==> src/rtl/burst_mem_if.sv <==
// Command / write-beat / read-beat bus between a burst_mem and the master driving it.
interface burst_mem_if #(
  parameter int ADDR_WIDTH = 5,
  parameter int DATA_WIDTH = 8,
  parameter int MAX_BURST  = 8
);
  localparam int LEN_WIDTH = $clog2(MAX_BURST) + 1;

  logic                  cmd_valid;
  logic                  cmd_ready;
  logic                  cmd_write;
  logic [ADDR_WIDTH-1:0] cmd_addr;
  logic [LEN_WIDTH-1:0]  cmd_len;
  logic                  wr_valid;
  logic                  wr_ready;
  logic [DATA_WIDTH-1:0] data_in;
  logic                  err_inject;
  logic                  rd_valid;
  logic                  rd_last;
  logic [DATA_WIDTH-1:0] data_out;
  logic                  busy;
  logic                  cmd_err;
  logic                  parity_err;

  modport slave (
    input  cmd_valid, cmd_write, cmd_addr, cmd_len, wr_valid, data_in, err_inject,
    output cmd_ready, wr_ready, rd_valid, rd_last, data_out, busy, cmd_err, parity_err
  );

  modport master (
    output cmd_valid, cmd_write, cmd_addr, cmd_len, wr_valid, data_in, err_inject,
    input  cmd_ready, wr_ready, rd_valid, rd_last, data_out, busy, cmd_err, parity_err
  );
endinterface

==> src/rtl/burst_mem.sv <==
// Single-port burst memory with self-clear after reset and auto-incrementing, wrapping bursts.
// Optional per-word even parity with error injection: define BURST_MEM_PARITY_EN.
module burst_mem #(
  parameter int ADDR_WIDTH = 5,
  parameter int DATA_WIDTH = 8,
  parameter int MAX_BURST  = 8
) (
  input logic       clk,
  input logic       rst,
  burst_mem_if.slave bus
);
  localparam int DEPTH     = 2 ** ADDR_WIDTH;
  localparam int LEN_WIDTH = $clog2(MAX_BURST) + 1;
`ifdef BURST_MEM_PARITY_EN
  localparam int WORD_WIDTH = DATA_WIDTH + 1;
`else
  localparam int WORD_WIDTH = DATA_WIDTH;
`endif

  localparam logic [1:0] ST_CLEAR = 2'd0;
  localparam logic [1:0] ST_IDLE  = 2'd1;
  localparam logic [1:0] ST_WR    = 2'd2;
  localparam logic [1:0] ST_RD    = 2'd3;

  // A burst must never revisit an address, so it cannot exceed the array.
  if (MAX_BURST < 1 || MAX_BURST > DEPTH) begin : g_badBurst
    $error("burst_mem: MAX_BURST must lie in 1..DEPTH");
  end

  logic [1:0]            state_q, state_d;
  logic [ADDR_WIDTH-1:0] clrCnt_q, clrCnt_d;
  logic [ADDR_WIDTH-1:0] addr_q, addr_d;
  logic [LEN_WIDTH-1:0]  beats_q, beats_d;
  logic                  pipeValid_q, pipeLast_q;
  logic                  rdValid_q, rdLast_q, cmdErr_q;
  logic [DATA_WIDTH-1:0] dataOut_q;
  logic [WORD_WIDTH-1:0] memQ_q;
  logic [WORD_WIDTH-1:0] mem [DEPTH];

  logic                  cmdFire, cmdLegal, wrFire, rdIssue, lastBeat, memWe;
  logic [ADDR_WIDTH-1:0] memWaddr;
  logic [WORD_WIDTH-1:0] memWdata, wrWord;

  assign cmdFire  = (state_q == ST_IDLE) && bus.cmd_valid;
  assign cmdLegal = (bus.cmd_len != '0) && (bus.cmd_len <= LEN_WIDTH'(MAX_BURST));
  assign wrFire   = (state_q == ST_WR) && bus.wr_valid;
  assign rdIssue  = (state_q == ST_RD);
  assign lastBeat = (beats_q == LEN_WIDTH'(1));

  always_comb begin
    state_d  = state_q;
    clrCnt_d = clrCnt_q;
    addr_d   = addr_q;
    beats_d  = beats_q;
    case (state_q)
      ST_CLEAR: begin
        clrCnt_d = clrCnt_q + 1'b1;
        if (clrCnt_q == ADDR_WIDTH'(DEPTH - 1)) state_d = ST_IDLE;
      end
      ST_IDLE: begin
        if (cmdFire && cmdLegal) begin
          addr_d  = bus.cmd_addr;
          beats_d = bus.cmd_len;
          state_d = bus.cmd_write ? ST_WR : ST_RD;
        end
      end
      ST_WR: begin
        if (bus.wr_valid) begin
          addr_d  = addr_q + 1'b1;
          beats_d = beats_q - 1'b1;
          if (lastBeat) state_d = ST_IDLE;
        end
      end
      ST_RD: begin
        addr_d  = addr_q + 1'b1;
        beats_d = beats_q - 1'b1;
        if (lastBeat) state_d = ST_IDLE;
      end
      default: state_d = ST_CLEAR;
    endcase
  end

`ifdef BURST_MEM_PARITY_EN
  assign wrWord = {(^bus.data_in) ^ bus.err_inject, bus.data_in};
`else
  logic unusedErrInject;
  assign unusedErrInject = bus.err_inject;
  assign wrWord          = bus.data_in;
`endif

  // The single port is shared by the clear sweep and write beats; reset blocks any write.
  assign memWe    = !rst && ((state_q == ST_CLEAR) || wrFire);
  assign memWaddr = (state_q == ST_CLEAR) ? clrCnt_q : addr_q;
  assign memWdata = (state_q == ST_CLEAR) ? '0 : wrWord;

  always_ff @(posedge clk) begin
    if (memWe) mem[memWaddr] <= memWdata;
    memQ_q <= mem[addr_q];
  end

  // Read path is two stages deep: registered array output, then the output register.
  always_ff @(posedge clk) begin
    if (rst) begin
      state_q     <= ST_CLEAR;
      clrCnt_q    <= '0;
      addr_q      <= '0;
      beats_q     <= '0;
      pipeValid_q <= 1'b0;
      pipeLast_q  <= 1'b0;
      rdValid_q   <= 1'b0;
      rdLast_q    <= 1'b0;
      dataOut_q   <= '0;
      cmdErr_q    <= 1'b0;
    end else begin
      state_q     <= state_d;
      clrCnt_q    <= clrCnt_d;
      addr_q      <= addr_d;
      beats_q     <= beats_d;
      pipeValid_q <= rdIssue;
      pipeLast_q  <= rdIssue && lastBeat;
      rdValid_q   <= pipeValid_q;
      rdLast_q    <= pipeLast_q;
      cmdErr_q    <= cmdFire && !cmdLegal;
      if (pipeValid_q) dataOut_q <= memQ_q[DATA_WIDTH-1:0];
    end
  end

`ifdef BURST_MEM_PARITY_EN
  logic parityErr_q;
  always_ff @(posedge clk) begin
    if (rst) parityErr_q <= 1'b0;
    else     parityErr_q <= pipeValid_q && ((^memQ_q[DATA_WIDTH-1:0]) != memQ_q[DATA_WIDTH]);
  end
  assign bus.parity_err = parityErr_q;
`else
  assign bus.parity_err = 1'b0;
`endif

  assign bus.cmd_ready = (state_q == ST_IDLE);
  assign bus.busy      = (state_q != ST_IDLE);
  assign bus.wr_ready  = (state_q == ST_WR);
  assign bus.rd_valid  = rdValid_q;
  assign bus.rd_last   = rdLast_q;
  assign bus.data_out  = dataOut_q;
  assign bus.cmd_err   = cmdErr_q;
endmodule
==> src/flat_wrapper.sv <==
// flat-port wrapper written by rule: the top's interface ports become plain ports
module burst_mem_flat 
#(
  parameter int ADDR_WIDTH = 5,
  parameter int DATA_WIDTH = 8,
  parameter int MAX_BURST  = 8
)
  (clk, rst, bus_cmd_valid, bus_cmd_write, bus_cmd_addr, bus_cmd_len, bus_wr_valid, bus_data_in, bus_err_inject, bus_cmd_ready, bus_wr_ready, bus_rd_valid, bus_rd_last, bus_data_out, bus_busy, bus_cmd_err, bus_parity_err);
  burst_mem_if #(.ADDR_WIDTH(ADDR_WIDTH), .DATA_WIDTH(DATA_WIDTH), .MAX_BURST(MAX_BURST)) bus_i ();
  input logic clk;
  input logic rst;
  input wire logic [$bits(bus_i.cmd_valid)-1:0] bus_cmd_valid;
  input wire logic [$bits(bus_i.cmd_write)-1:0] bus_cmd_write;
  input wire logic [$bits(bus_i.cmd_addr)-1:0] bus_cmd_addr;
  input wire logic [$bits(bus_i.cmd_len)-1:0] bus_cmd_len;
  input wire logic [$bits(bus_i.wr_valid)-1:0] bus_wr_valid;
  input wire logic [$bits(bus_i.data_in)-1:0] bus_data_in;
  input wire logic [$bits(bus_i.err_inject)-1:0] bus_err_inject;
  output wire logic [$bits(bus_i.cmd_ready)-1:0] bus_cmd_ready;
  output wire logic [$bits(bus_i.wr_ready)-1:0] bus_wr_ready;
  output wire logic [$bits(bus_i.rd_valid)-1:0] bus_rd_valid;
  output wire logic [$bits(bus_i.rd_last)-1:0] bus_rd_last;
  output wire logic [$bits(bus_i.data_out)-1:0] bus_data_out;
  output wire logic [$bits(bus_i.busy)-1:0] bus_busy;
  output wire logic [$bits(bus_i.cmd_err)-1:0] bus_cmd_err;
  output wire logic [$bits(bus_i.parity_err)-1:0] bus_parity_err;
  assign bus_i.cmd_valid = bus_cmd_valid;
  assign bus_i.cmd_write = bus_cmd_write;
  assign bus_i.cmd_addr = bus_cmd_addr;
  assign bus_i.cmd_len = bus_cmd_len;
  assign bus_i.wr_valid = bus_wr_valid;
  assign bus_i.data_in = bus_data_in;
  assign bus_i.err_inject = bus_err_inject;
  assign bus_cmd_ready = bus_i.cmd_ready;
  assign bus_wr_ready = bus_i.wr_ready;
  assign bus_rd_valid = bus_i.rd_valid;
  assign bus_rd_last = bus_i.rd_last;
  assign bus_data_out = bus_i.data_out;
  assign bus_busy = bus_i.busy;
  assign bus_cmd_err = bus_i.cmd_err;
  assign bus_parity_err = bus_i.parity_err;
  burst_mem #(.ADDR_WIDTH(ADDR_WIDTH), .DATA_WIDTH(DATA_WIDTH), .MAX_BURST(MAX_BURST)) u_core (.clk(clk), .rst(rst), .bus(bus_i));
endmodule
==> config.mk <==
export PLATFORM = sky130hd
export DESIGN_NAME = burst_mem_flat
export DESIGN_NICKNAME = d
export VERILOG_FILES = /design/src/rtl/burst_mem_if.sv /design/src/rtl/burst_mem.sv /design/src/flat_wrapper.sv
export SDC_FILE = /design/constraint.sdc
export NUM_CORES = 1
export LEC_CHECK = 0
export CORE_ASPECT_RATIO = 1.75
export CORE_MARGIN = 2
export CORE_UTILIZATION = 43
export DETAILED_ROUTE_END_ITERATION = 7
export GPL_TIMING_DRIVEN = 0
export HOLD_SLACK_MARGIN = 0.15
export SYNTH_ARGS = -nofsm -noshare
export SYNTH_HDL_FRONTEND = slang
export SYNTH_SLANG_ARGS = --single-unit
==> constraint.sdc <==
create_clock -name clk -period 2.1 [get_ports clk]
set_input_delay 0.315 -clock clk [delete_from_list [all_inputs] [get_ports clk]]
set_output_delay 0.315 -clock clk [all_outputs]
set_load 0.005 [all_outputs]
==> impl_results.md <==
- Synth Warn #: 0
- Die Y: 222.3 um
- GRT Util Overall: 0.2115
- Most frequent CP cell: buf_12
- Finished Cell Area: between 0.01 and 0.015 sq mm
- Flop pwr share: 0.550
- Type of origin of the critical path: register
- Crit path max-delay cell type: dfxtp_2
- Worst r2r src: u_core.addr_q[0]
- Crit-path cells: buf_12, buf_12, buf_16, nand3b_1, o21ai_2, nand3b_1, buf_6, buf_4, nor2_4, buf_12
- Post-synth EDFFs: roughly 260
- Met1 GRT Util: 0.2301
- Leakage: between 4 and 5 nW
- Critical Path Fanout Max: 16
- Min Tclk post-route: about 2.1 ns
- Via/cell ratio: 5.871
- Register area share after synthesis: 0.7199
- Die area: 0.02861 sq mm
- Slew headroom: 0.3078
- Worst Skew: ~0.016 ns
- Routability Congestion: roughly 0.88
- Initial antenna violation count: 0
- Pwr per Cell Area: slightly below 800 mW/mm^2
- Initial cell density of the core: 0.4387
- CTS H-tree lvls: 1
- Critical path class: reg -> reg
- Setup-failing EPs final: 8
- Antenna-violating nets left: 0
- First-pass GRT wire length: 44220 um
- Net Count, Synth: between 700 and 800
- Area Overhead vs Synth: 27.31%
- Maxcap violations: 0
- Combinational share of power: 0.029
- Final core utilization: 0.5585
- Nets: between 800 and 900
- Hold endpoint: u_core.addr_q[4]
- Max-slew violation count: 0
- Total power: roughly 11 mW
- Max VDD drop: 538.7 uV
- PortBufs: 35
- TritonCTS clock tree: built
- Clk Latency, worst-skew pair: roughly 0.54 ns
- Dpl cell area: approximately 0.013 sq mm
- GR Overflow Total: 0
- Mean Syn Cell Area: approximately 17 sq um
- I/O Pins: 38
- Synth async-reset ratio: 0
- Die width: ~130 um
- GR Util met2: 0.3784
- Clock Path Buffers: 3
- Final WL: 30440 um
- CTS Root Cell: clkbuf_16
- Grt met3 use: 0.02817
- Hold/Removal Path Class: in -> reg
- Critical R2R Capture: u_core.mem[2][2]
- Net Sw Frac: 0.1995
- Setup TNS: -0.08712 ns
- Crit-path max cell delay: ~0.34 ns
- Post-Syn Area: between 0.01 and 0.015 sq mm
- Layout cells sized above 1: 0.3354
- Int Pwr: just over 9 mW
- Hold path depth: 3
- Slew @ Worst Pin: 1.038 ns
- Reg2Reg Setup Slack: -0.01 ns
- Inserted Clock Buffers: 26
- Psw: around 2.3 mW
- CTS clk-pin slew, worst paths: roughly 0.07 ns
- Crit path DAT: between 2 and 2.5 ns
- Largest net degree at the start of global routing: 33
- Failing checks: setup timing
- Finished Layout Cells: around 1100
- WL/cell: ~27 um
- Placed insts: about 1000
- Final cycle utilization of the critical path: 1.006
- First-pass iteration count of the detailed router: 5
- Hold-fix buffers, CTS: 0
- Filler cell count: 1936
- Via count: about 6700
- CTS Sinks: 293
- Setup ws final: -0.01302 ns
- Final hold vios: 0
- Drt initial violations: 510
- CP Capture Type: register
- Synth unique cells: 53
- ANT cells: 0
- Core footprint: around 0.027 sq mm
- Clock share of power: 0.420
- Outcome: finished, violations left
- Synth Register Bits: around 290
- Cell depth of the worst flop-to-flop path: 10
- Critical path data required time: roughly 2.4 ns
- Post-DP HPWL: ~20000 um
- Ys flop type: edfxtp_1
- Pre-CTS setup slack: -0.7873 ns
- Post-synthesis cell count: approximately 670
- Hold_ws: 0.3935 ns
- Vias in the first global route: between 7000 and 8000
- Fmax: between 400 and 500 MHz
- Hold path startpoint: bus_cmd_addr[4]
- Row Count: 79
- DRC Markers: 0
- Most used routing layer: met2
- Unrepaired setup endpoints after global routing: true
==> layer usage <==
layer | up-vias | share of wire
met4 | 0 | 0.068
li1 | 2938 | -
met2 | 235 | 0.54
met5 | - | 0
met3 | 74 | 0.047
met1 | 3417 | 0.35
==> synth_stat cells (3+ instances only) <==
library cell,number,area (sq um)
edfxtp_1,256,7687
nor2_1,55,206.5
mux2i_1,46,460.4
mux4_2,42,945.9
dfxtp_1,37,740.7
a21oi_1,21,105.1
nand2_1,21,78.83
clkbuf_1,17,63.81
nor2b_1,15,93.84
o21ai_0,15,75.07
buf_2,12,60.06
a22oi_1,10,75.07
nor3_1,8,40.04
a22o_1,7,61.31
nand3_1,7,35.03
o221ai_1,7,61.31
o22ai_1,7,43.79
a31oi_1,6,37.54
mux4_1,6,157.7
a2111oi_2,5,75.07
a211oi_1,5,37.54
buf_6,5,56.30
ha_1,5,62.56
inv_1,5,18.77
nand2b_1,5,31.28
a311oi_1,4,35.03
nand3b_1,4,30.03
nand4_1,4,25.02
and2_1,3,18.77
buf_4,3,22.52
==> final cells by class <==
type | count | area (sq um) | share of cell area
multi-input cells | 337 | 3704 | 0.2485
repair buffers | 91 | 1155 | 0.07749
clock inverters | 16 | 163.9 | 0.01100
plain buffers | 36 | 319.1 | 0.02141
well taps | 324 | 405.4 | 0.02720
clock buffers | 32 | 694.4 | 0.04659
flip-flops and latches | 293 | 8436 | 0.5660
inverters | 6 | 27.53 | 0.001847
==> layout by cell type, fill, tap and decap left out, drive strengths merged, types with 3 or more instances in the layout <==
| cell type | count |
|---|---|
| nor2b | 17 |
| o221ai | 7 |
| clkinvlp | 4 |
| clkbuf | 49 |
| nand4 | 4 |
| a2111oi | 6 |
| nand2b | 5 |
| mux2i | 46 |
| o21ai | 15 |
| nand2 | 21 |
| and2 | 3 |
| clkinv | 10 |
| a211oi | 5 |
| a31oi | 6 |
| o22ai | 7 |
| nand3b | 4 |
| clkdlybuf4s50 | 34 |
| o31ai | 3 |
| edfxtp | 256 |
| bufinv | 3 |
| a311oi | 4 |
| dfxtp | 37 |
| nand3 | 7 |
| a21oi | 21 |
| mux4 | 48 |
| nor3 | 8 |
| ha | 5 |
| inv | 5 |
| nor2 | 55 |
| a22oi | 10 |
| a22o | 7 |
| buf | 75 |
==> sequential cells by signal (all words and copies together), names as in the netlist <==
register,cells
u_core.state_q,2
u_core.clrCnt_q,5
u_core.addr_q,5
u_core.beats_q,4
u_core.bus.rd_last,1
u_core.bus.cmd_err,1
u_core.bus.data_out,8
u_core.bus.rd_valid,1
u_core.pipeLast_q,1
u_core.mem,256
u_core.pipeValid_q,1
u_core.memQ_q,8
==> critical path: cells and delay by family, from the launching register on <==
| family | cells | cell delay [ns] |
|---|---|---|
| compound gates | 1 | 0.10 |
| simple gates | 3 | 0.43 |
| flops | 1 | 0.34 |
| buf+inv | 6 | 0.94 |
==> repair_timing <==
item	4_1_cts	5_1_grt
setup endpoints to repair	428	257
hold endpoints to repair	0	0
resized for setup	160	30
cloned	1	2
pin swaps	33	8
buffers inserted	36	16
==> worst max path at each step <==
| stage | from | endpoint | slack, ns | cells past startpoint |
|---|---|---|---|---|
| after CTS | u_core.addr_q[1] | u_core.memQ_q[5] | -0.006 | 6 |
| after floorplan | u_core.addr_q[0] | u_core.mem[0][0] | -0.05 | 8 |
| after global routing | u_core.addr_q[0] | u_core.mem[2][2] | -0.07 | 10 |
| after detailed placement | u_core.addr_q[0] | u_core.mem[8][0] | -0.79 | 8 |
| after global placement | u_core.state_q[1] | u_core.mem[3][2] | -1.02 | 4 |
| final | u_core.addr_q[0] | u_core.mem[2][2] | -0.01 | 10 |
==> kinds of logic (layout without fill, tap and decap cells) <==
family                     after synthesis  in the layout  synth area share
AOI/OAI and AO/OA                       96             96           0.05942
xor gates and xnor gates                 3              3          0.002245
adders and majority gates                5              5          0.005344
buffers and inverters                   45            181           0.02127
DFF                                    293            293            0.7199
muxes                                   96             96            0.1355
other                                    1              1         0.0003203
and+or+nand+nor                        134            136           0.05600
==> power groups by stage <==
stage,sequential (mW),combinational [mW],clock (mW)
3_5_place_dp,6.43,0.204,0
3_3_place_gp,6.43,0.201,0
5_1_grt,6.30,0.350,5.07
6_report,6.30,0.336,4.82
2_1_floorplan,6.42,0.102,0
4_1_cts,6.30,0.320,4.88
Power figures use the tool's default switching activity.
